**config.mk**
```make
export PLATFORM = sky130hd
export DESIGN_NAME = alu_op_driver
export DESIGN_NICKNAME = d
export VERILOG_FILES = /design/src/rtl/alu_op_driver.sv
export SDC_FILE = /design/constraint.sdc
export NUM_CORES = 1
export LEC_CHECK = 0
export ABC_AREA = 1
export CAP_MARGIN = 20
export CORE_MARGIN = 5
export CORE_UTILIZATION = 47
export CTS_CLUSTER_SIZE = 12
export DETAILED_ROUTE_END_ITERATION = 16
export PLACE_DENSITY_LB_ADDON = 0.08
export SETUP_SLACK_MARGIN = 0.1
export SLEW_MARGIN = 15
export SYNTH_ARGS = -nofsm -noshare
export SYNTH_HDL_FRONTEND = slang
export SYNTH_SLANG_ARGS = --single-unit
```
**constraint.sdc**
```tcl
create_clock -name clk -period 2.03 [get_ports clk]
set_input_delay 0.203 -clock clk [delete_from_list [all_inputs] [get_ports clk]]
set_output_delay 0.203 -clock clk [all_outputs]
set_load 0.1 [all_outputs]
```
**src/rtl/alu_op_driver.sv**
```systemverilog
// Initiator-side sequencer for a combinational ALU: one operation in flight,
// registered operands out, settled result returned over a valid/ready stream.
module alu_op_driver #(
    parameter int WIDTH         = 8,
    parameter int MUL_WIDTH     = 16,
    parameter int SETTLE_CYCLES = 1,
    parameter int CNT_WIDTH     = 8
) (
    input  logic                 clk,
    input  logic                 rst_n,
    input  logic                 cmd_valid,
    output logic                 cmd_ready,
    input  logic [WIDTH-1:0]     cmd_a,
    input  logic [WIDTH-1:0]     cmd_b,
    input  logic [2:0]           cmd_op,
    output logic [WIDTH-1:0]     alu_a,
    output logic [WIDTH-1:0]     alu_b,
    output logic [2:0]           alu_opsel,
    input  logic [MUL_WIDTH-1:0] alu_result,
    output logic                 rsp_valid,
    input  logic                 rsp_ready,
    output logic [MUL_WIDTH-1:0] rsp_data,
    output logic [2:0]           rsp_op,
    output logic                 rsp_err,
    output logic [CNT_WIDTH-1:0] op_count
);
    typedef enum logic [1:0] {
        ST_IDLE = 2'd0,
        ST_WAIT = 2'd1,
        ST_RESP = 2'd2
    } state_t;

    localparam logic [3:0] SETTLE_INIT = 4'(SETTLE_CYCLES - 1);

    state_t                 state_q;
    logic [3:0]             settle_q;
    logic [WIDTH-1:0]       alu_a_q;
    logic [WIDTH-1:0]       alu_b_q;
    logic [2:0]             alu_opsel_q;
    logic                   rsp_valid_q;
    logic [MUL_WIDTH-1:0]   rsp_data_q;
    logic [2:0]             rsp_op_q;
    logic                   rsp_err_q;
    logic [CNT_WIDTH-1:0]   op_count_q;
    logic                   cmd_accept_s;

    // In RESP the command port follows the consumer so a new command can ride the response handshake
    always_comb begin
        cmd_ready = 1'b0;
        case (state_q)
            ST_IDLE: cmd_ready = 1'b1;
            ST_RESP: cmd_ready = rsp_ready;
            default: cmd_ready = 1'b0;
        endcase
    end

    assign cmd_accept_s = cmd_valid & cmd_ready;

    // Sequencer: operand launch, settle countdown, result capture and completion count
    always_ff @(posedge clk or negedge rst_n) begin
        if (!rst_n) begin
            state_q     <= ST_IDLE;
            settle_q    <= 4'd0;
            alu_a_q     <= '0;
            alu_b_q     <= '0;
            alu_opsel_q <= 3'd0;
            rsp_valid_q <= 1'b0;
            rsp_data_q  <= '0;
            rsp_op_q    <= 3'd0;
            rsp_err_q   <= 1'b0;
            op_count_q  <= '0;
        end else begin
            if (cmd_accept_s) begin
                alu_a_q     <= cmd_a;
                alu_b_q     <= cmd_b;
                alu_opsel_q <= cmd_op;
                settle_q    <= SETTLE_INIT;
            end
            case (state_q)
                ST_IDLE: begin
                    state_q <= cmd_accept_s ? ST_WAIT : ST_IDLE;
                end
                ST_WAIT: begin
                    if (settle_q == 4'd0) begin
                        rsp_data_q  <= alu_result;
                        rsp_op_q    <= alu_opsel_q;
                        rsp_err_q   <= (alu_opsel_q > 3'd5);
                        rsp_valid_q <= 1'b1;
                        state_q     <= ST_RESP;
                    end else begin
                        settle_q <= settle_q - 4'd1;
                    end
                end
                ST_RESP: begin
                    if (rsp_ready) begin
                        rsp_valid_q <= 1'b0;
                        op_count_q  <= op_count_q + CNT_WIDTH'(1);
                        state_q     <= cmd_accept_s ? ST_WAIT : ST_IDLE;
                    end else begin
                        state_q <= ST_RESP;
                    end
                end
                default: begin
                    state_q     <= ST_IDLE;
                    rsp_valid_q <= 1'b0;
                end
            endcase
        end
    end

    assign alu_a     = alu_a_q;
    assign alu_b     = alu_b_q;
    assign alu_opsel = alu_opsel_q;
    assign rsp_valid = rsp_valid_q;
    assign rsp_data  = rsp_data_q;
    assign rsp_op    = rsp_op_q;
    assign rsp_err   = rsp_err_q;
    assign op_count  = op_count_q;

endmodule

```
; ---- Yosys cells after proc, flatten, opt, wreduce, memory -nomap -nowiden
; Index checks and enable logic that the tools add are counted.
[classes]
n_addsub = 2
multipliers = 0
div = 0
n_lt_le_gt_ge = 1
eq_ne = 4
shifts = 0
mux = 11
bitwise_logic = 2
n_reduce_logical = 5
[ops]
columns = operator, n
row1 = $mux W4, 3
row2 = $add A8 B1 Y8 const B, 1
row3 = $pmux W2 S3, 1
row4 = $logic_not A4 Y1, 1
row5 = $mux W2, 2
row6 = $ne A2 B2 Y1 const B, 2
row7 = $reduce_and A2 Y1, 2
row8 = $sub A4 B1 Y4 const B, 1
row9 = $gt A3 B3 Y1 const B, 1
row10 = $mux W1, 3
row11 = $pmux W1 S3, 1
row12 = $reduce_and A3 Y1, 1
row13 = $eq A2 B1 Y1 const B, 1
row14 = $eq A2 B2 Y1 const B, 1
row15 = $logic_not A2 Y1, 1
row16 = $pmux W1 S2, 1
row17 = $and A1 B1 Y1, 1
row18 = $not A1 Y1, 1
[word_totals]
regBits = 54
latchBits = 0
ram_bits = 0
rom_bits = 0
inputBits = 39
out_inout_bits = 49
memories = 0

; ---- Depth between registers and ports, before layout
; Gate-level depths: netlist of the first run.
[depth]
depth_word = 6
depth_mapped = 8
ltp_nobuf = 7

; ---- Worst setup path after synthesis of the first run
; No wires, ideal clock.
[synth_path]
path_type = register to register
startpoint = register op_count_q[0] (netlist: op_count[0])
endpoint = register op_count_q[4] (netlist: op_count[4])
setup_ps = 126
arrival_time_ps = 1536
t_required_ps = 1904
slack_ps = 368
stages_incl_launch_ff = 5
synth_period_minus_slack_ps = 1662
cell_sequence = dfrtp_1 > ha_1 > nand2_1 > o21ai_1 > nand2_1
[synth_via]
elab_chain_cells = 1
[synth_rtl]
columns = element, line
row1 = "start, declared", 44  ; logic [CNT_WIDTH-1:0] op_count_q;
row2 = "start signal, assigned", 97  ; op_count_q <= op_count_q + CNT_WIDTH'(1);
row3 = $add A8 B1 Y8, 97
; Every way passes these cells.
; A chain may end at the register's enable or synchronous reset.

; ---- Final worst setup path of the first run
[layout_path]
startpoint = register settle_q[0]
endpoint = register rsp_op_q[0] (netlist: rsp_op[0])
[layout_via]
elab_chain_cells = 2
[layout_rtl]
columns = element, line
row1 = "start, declared", 36  ; logic [3:0] settle_q;
row2 = "start signal, assigned", 91  ; settle_q <= settle_q - 4'd1;
row3 = $logic_not A4 Y1, 84  ; if (settle_q == 4'd0) begin
row4 = $reduce_and A2 Y1 (no source line), --
row5 = "end signal, assigned", 86  ; rsp_op_q <= alu_opsel_q;
row6 = "end, declared", 42  ; logic [2:0] rsp_op_q;
; Every way passes these cells.

==> qor.txt, run 1 <==
Worst min-delay path category -> in -> async
Hold Vio Cnt, Final -> 0
TritonCTS clock tree -> built
Rel. slew slack -> 63.54%
Area Growth Syn to Fin -> 41.04%
Commonest non-fill, non-tap cell in the layout -> nand2_1
Commonest cells after routing, fill and taps aside -> nand2_1 (126), dfrtp_1 (54), buf_4 (52), clkdlybuf4s50_1 (37), nand3_1 (23)
Vias -> 1958
Number of global-route vias before repair -> 2008
Area of the multi-input gates -> 793.3 µm²
Number of core rows -> 25
Remaining Overflow, GRT -> 0
Clk_lat worst skew -> 0.30 ns
Fill count -> 404
Placed cells -> 397
Setup Skew -> 0.005405 ns
Worst hold margin -> 0.4142 ns
# setup viols final -> 0
Global-route wire length before repair -> 9059 µm
IO buf count -> 87
Via/cell ratio -> 4.823
Hold_buf cts -> 1
Worst-path clk slew -> 0.09 ns
N_diodes -> 0
Post-CTS sizing -> 0
Chip Height -> 79.47 µm
Post-synthesis cell type count -> 22
Num Clock Sinks -> 54
Post-Synthesis Cells -> 259
Layout cells sized above 1 -> 20.17%
Mean Syn Cell Area -> 8.758 µm²
RSZ-0062 raised after global routing -> no
Htree depth -> 2
GRT Total Usage -> 18.07%
Max-Cap Viols -> 0
Synth area leaders -> dfrtp_1 (60%), nand2_1 (21%), nand3_1 (5.1%), inv_1 (2.3%), nor2_1 (1.5%)
Initial antenna violation count -> 0
Core Area -> 0.004692 mm²
Routed WL -> 5232 µm
Die area -> 0.006315 mm²
Run status -> complete, no violations
Drt pass-1 iters -> 4
Largest net degree at the start of global routing -> 34
CTS buffer count -> 5
Final ANT Viol Nets -> 0
Worst Tran Pin Value -> 0.5469 ns
Io pins -> 88
Synth Warn # -> 0
Total setup buffers inserted after CTS -> 0
Synth top area share -> 59.57%
CP required -> 2.21 ns
Critical path fanouts, max -> 24
Period Utilization, post-route -> 78.53%
Initial Utilization -> 48.35%
Cell accounting for the most synthesized area -> dfrtp_1
Post-route insts no fill -> 406
Drt drc -> 0
Register area -> 0.001351 mm²
Setup TNS -> 0 ns
Critical path type -> reg -> reg
Routed wire per std cell -> 12.89 µm
1st-iter DRT viols -> 88
Clock root buffer -> clkbuf_8
Syn Nets -> 300
Max Slew Vio Count -> 0
NumNets Final -> 392
Crit path DAT -> 1.78 ns
Min Tclk post-route -> 1.594 ns
Post-synthesis sequential area ratio -> 59.57%
RD Place Congestion -> 0.7258
Die X -> 79.47 µm
Startpoint types -> register
CTS Buffer Depth -> 2
Fmax -> 627.3 MHz
#FFs+latches synth -> 54
Dpl hpwl -> 3879 µm
Setup crit end kind -> register
Post-Syn Area -> 0.002268 mm²
stage by stage:
step / setup slack (ns) / cell area, µm² / utilization (%)
after floorplan: 0.3683 / 2268 / -
after global placement: 0.4686 / 3084 / 65.73
after detailed placement: 0.4345 / 3084 / 65.73
after CTS: 0.4126 / 3199 / 68.19
after global routing: 0.2696 / 3199 / 68.19
final: 0.4358 / 3199 / 68.19
critical path, stage by stage, from the launching register on:
cell and delay (ns):
dfrtp_1 0.40, inv_1 0.08, ha_1 0.18, nand3_1 0.20, nor2_8 0.29, inv_4 0.17
nand2_1 0.09, o21ai_0 0.07
cell families after synthesis:
logic type	synth area share, %
simple gates	29.07
xor+xnor	1.545
buf+inv	5.461
flops	59.57
fa+ha+maj	1.103
compound gates	3.254
per-layer routing:
layer  routed length, µm  GRT usage, %
met4                  23         5.155
met3                 419         5.869
met1                2238         22.48
met5                   0             0
met2                2552         30.05
sequential cells by signal, indices dropped and copies added (netlist names):
register	flops
rsp_data	16
settle_q	4
op_count	8
rsp_op	3
alu_b	8
rsp_err	1
state_q	2
rsp_valid	1
alu_a	8
alu_opsel	3
path summary, 6_finish.rpt:
kind | from | end | slack (ns) | cells past startpoint
hold reg to reg | settle_q[0]$_DFF_PN0_ | settle_q[0]$_DFF_PN0_ | 0.47 | 1
setup / recovery | settle_q[0]$_DFF_PN0_ | rsp_op[0]$_DFFE_PN0P_ | 0.44 | 7
setup reg to reg | settle_q[0]$_DFF_PN0_ | rsp_op[0]$_DFFE_PN0P_ | 0.44 | 7
hold / removal | rst_n | op_count[3]$_DFFE_PN0P_ | 0.41 | 2
max in group asynchronous | rst_n | alu_opsel[0]$_DFFE_PN0P_ | 1.06 | 3
min in group clk | alu_result[10] | rsp_data[10]$_DFFE_PN0P_ | 0.44 | 3
area by class of cell:
type                    count  area share, %
well taps                  54          2.112
clock buffers               7          3.011
inverters                  17          2.073
flip-flops and latches     54          42.24
clock inverters             1         0.2738
multi-input cells         180          24.79
repair buffers             93          25.50
synthesized netlist by cell type, drive strengths merged:
master  instances
buf             7
o21ai           8
ha              2
xor2            2
dfrtp          54
nor2           12
xnor2           2
o22ai           1
nand3          23
inv            17
a21oi           4
clkbuf          1
nand2         126
Power of run 1 is not shown: default switching activity piles up to over one toggle a cycle in this logic, so the estimate is an artifact.
==> run 2: changes to the inputs <==
Settings changed: CORE_UTILIZATION 47 to 43.
Clock period 2.03 ns to 1.6 ns, I/O delays scaled along.
==> run 2 against run 1 <==
Effect of this change:
- utilization up 8.0 points
- first-iteration DRC count fell by 5.7%
- final area increased by 22%
- worst hold slack got worse by 0.031 ns
- global-route usage grew 0.38 points
- final cell count increased by 4.7%
- clock-buffer cell count is 1 higher
- non-clock buffer count is 3 higher
==> qor.txt, run 2 (synthesized netlist as in run 1, its figures left out) <==
Clock root buffer -> clkbuf_8 (unchanged)
Area Growth Syn to Fin -> 71.43% (was 41.04%)
Run status -> complete, no violations (unchanged)
Setup TNS -> 0 ns (unchanged)
Io pins -> 88 (unchanged)
CP peak stage delay -> 0.46 ns (was 0.40 ns)
Max Slew Vio Count -> 0 (unchanged)
Drt drc -> 0 (unchanged)
Worst min-delay path category -> in -> reg (was in -> async)
Critical path type -> reg -> out (was reg -> reg)
Die X -> 82.63 µm (was 79.47 µm)
Num Clock Sinks -> 54 (unchanged)
Initial antenna violation count -> 0 (unchanged)
RD Place Congestion -> 0.7761 (was 0.7258)
Core Area -> 0.005107 mm² (was 0.004692 mm²)
Critical path fanouts, max -> 18 (was 24)
N_diodes -> 0 (unchanged)
Commonest non-fill, non-tap cell in the layout -> nand2_1 (unchanged)
WP buf/inv -> 2 (unchanged)
Chip Height -> 82.63 µm (was 79.47 µm)
Crit path DAT -> 1.29 ns (was 1.78 ns)
Remaining Overflow, GRT -> 0 (unchanged)
1st-iter DRT viols -> 83 (was 88)
Worst Tran Pin Value -> 0.2865 ns (was 0.5469 ns)
Max FFs per register -> 16 (unchanged)
Drt pass-1 iters -> 4 (unchanged)
Startpoint types -> register (unchanged)
Max-Cap Viols -> 0 (unchanged)
Post-DP Area -> 0.003741 mm² (was 0.003084 mm²)
Largest net degree at the start of global routing -> 55 (was 34)
Htree depth -> 2 (unchanged)
GRT Total Usage -> 18.45% (was 18.07%)
Routed wire per std cell -> 13.81 µm (was 12.89 µm)
Placed cells -> 415 (was 397)
Layout cells sized above 1 -> 23.66% (was 20.17%)
Hold Vio Cnt, Final -> 0 (unchanged)
Commonest cells after routing, fill and taps aside -> nand2_1 (125), buf_12 (51), dfrtp_1 (46), clkdlybuf4s50_1 (37), nand3_1 (22) (was nand2_1 (126), dfrtp_1 (54), buf_4 (52), clkdlybuf4s50_1 (37), nand3_1 (23))
Fmax -> 691.6 MHz
Dpl hpwl -> 4286 µm (was 3879 µm)
Vias -> 2009 (was 1958)
CP required -> 1.44 ns (was 2.21 ns)
Number of core rows -> 26 (was 25)
Setup crit end kind -> primary output (was register)
CP cell instances -> a21oi_4, buf_12, buf_12 (was inv_1, ha_1, nand3_1, nor2_8, inv_4, nand2_1, o21ai_0)
Design Area, Final -> 0.003889 mm² (was 0.003199 mm²)
NumNets Final -> 395 (was 392)
Die area -> 0.006828 mm² (was 0.006315 mm²)
Global-route wire length before repair -> 9446 µm (was 9059 µm)
CP dominant cell by count -> buf_12
RSZ-0062 raised after global routing -> no (unchanged)
Post-route insts no fill -> 425 (was 406)
Setup WS post-layout -> 0.1541 ns (was 0.4358 ns)
Clk_lat worst skew -> 0.30 ns (about the same)
Dpl ws -> 0.1100 ns (was 0.4345 ns)
TritonCTS clock tree -> built (unchanged)
Number of global-route vias before repair -> 2015 (was 2008)
CTS buffer count -> 5 (unchanged)
Period Utilization, post-route -> 90.37%
Initial Utilization -> 44.41% (was 48.35%)
Final ANT Viol Nets -> 0 (unchanged)
Slowest cell on crit path -> dfrtp_1 (unchanged)
Delay-heaviest family, CP -> flip-flops (was simple AND/OR/NAND/NOR gates)
CTS Buffer Depth -> 2 (unchanged)
# setup viols final -> 0 (unchanged)
IO buf count -> 87 (unchanged)
Routed WL -> 5871 µm (was 5232 µm)
Rel. slew slack -> 80.90% (was 63.54%)
Worst-path clk slew -> 0.09 ns (about the same)
Via/cell ratio -> 4.727 (was 4.823)
Setup Skew -> 0.005405 ns (about the same)
Min Tclk post-route -> 1.446 ns
==> run 2: cell types whose count changed in the layout (fill, tap and decap cells not counted), moves of 8 or more <==
cell	change
buf_12	+49
buf_4	-47
dfrtp_1	-8
dfrtp_2	+8
==> run 2: final timing paths <==
check	start	to	slack (ns)	depth (start not counted)
max in group asynchronous	rst_n	op_count[1]$_DFFE_PN0P_	0.96	3
worst min register to register	settle_q[0]$_DFF_PN0_	settle_q[0]$_DFF_PN0_	0.48	1
min in group asynchronous	rst_n	op_count[5]$_DFFE_PN0P_	0.39	3
worst max-delay path	state_q[0]$_DFFE_PN0P_	cmd_ready	0.15	3
worst max register to register	settle_q[0]$_DFF_PN0_	rsp_data[15]$_DFFE_PN0P_	0.19	7
worst min-delay path	alu_result[14]	rsp_data[14]$_DFFE_PN0P_	0.38	3
==> run 2: layout make-up <==
class	instances	area [µm²]
clock buffers	8	110.1
fillers	349	1219
inverters	17	66.31
well taps	70	87.58
flip-flops and latches	54	1361
multi-input cells	180	808.3
repair buffers	96	1455
==> run 2: metrics by stage <==
step | hold WS [ns] | util (%)
after floorplan | -0.1356 | -
after global placement | 0.1770 | 73.25
after detailed placement | 0.1802 | 73.25
after CTS | 0.3733 | 75.87
after global routing | 0.3862 | 76.14
final | 0.3832 | 76.14
==> run 2: tightest hold or removal path: cells and delay by family <==
family	cells	cell delay, ns
buffers and inverters	1	0.39
AND/OR/NAND/NOR	2	0.10
==> run 2: what timing repair did <==
action / in CTS / in global routing
hold endpoints to repair: 54 / 0
hold buffers: 1 / 0
resized for setup: 3 / 2
endpoints found under the setup margin: 5 / 8
buffers inserted: 0 / 1
pin swaps: 0 / 0
==> run 2: layer usage <==
layer / global-route usage (%) / routed length (µm)
met1: 22.40 / 2282
met2: 30.69 / 2958
met3: 7.158 / 555
met4: 4.902 / 76
met5: 0 / 0
Power of run 2 is left out for the same reason.
==> run 3: changes to the inputs <==
Settings changed: GPL_ROUTABILITY_DRIVEN from default to 0.
==> results of run 3 <==
No change in the layout: final DEF, timing and power equal those of run 2.
Power of run 3 is left out for the same reason.
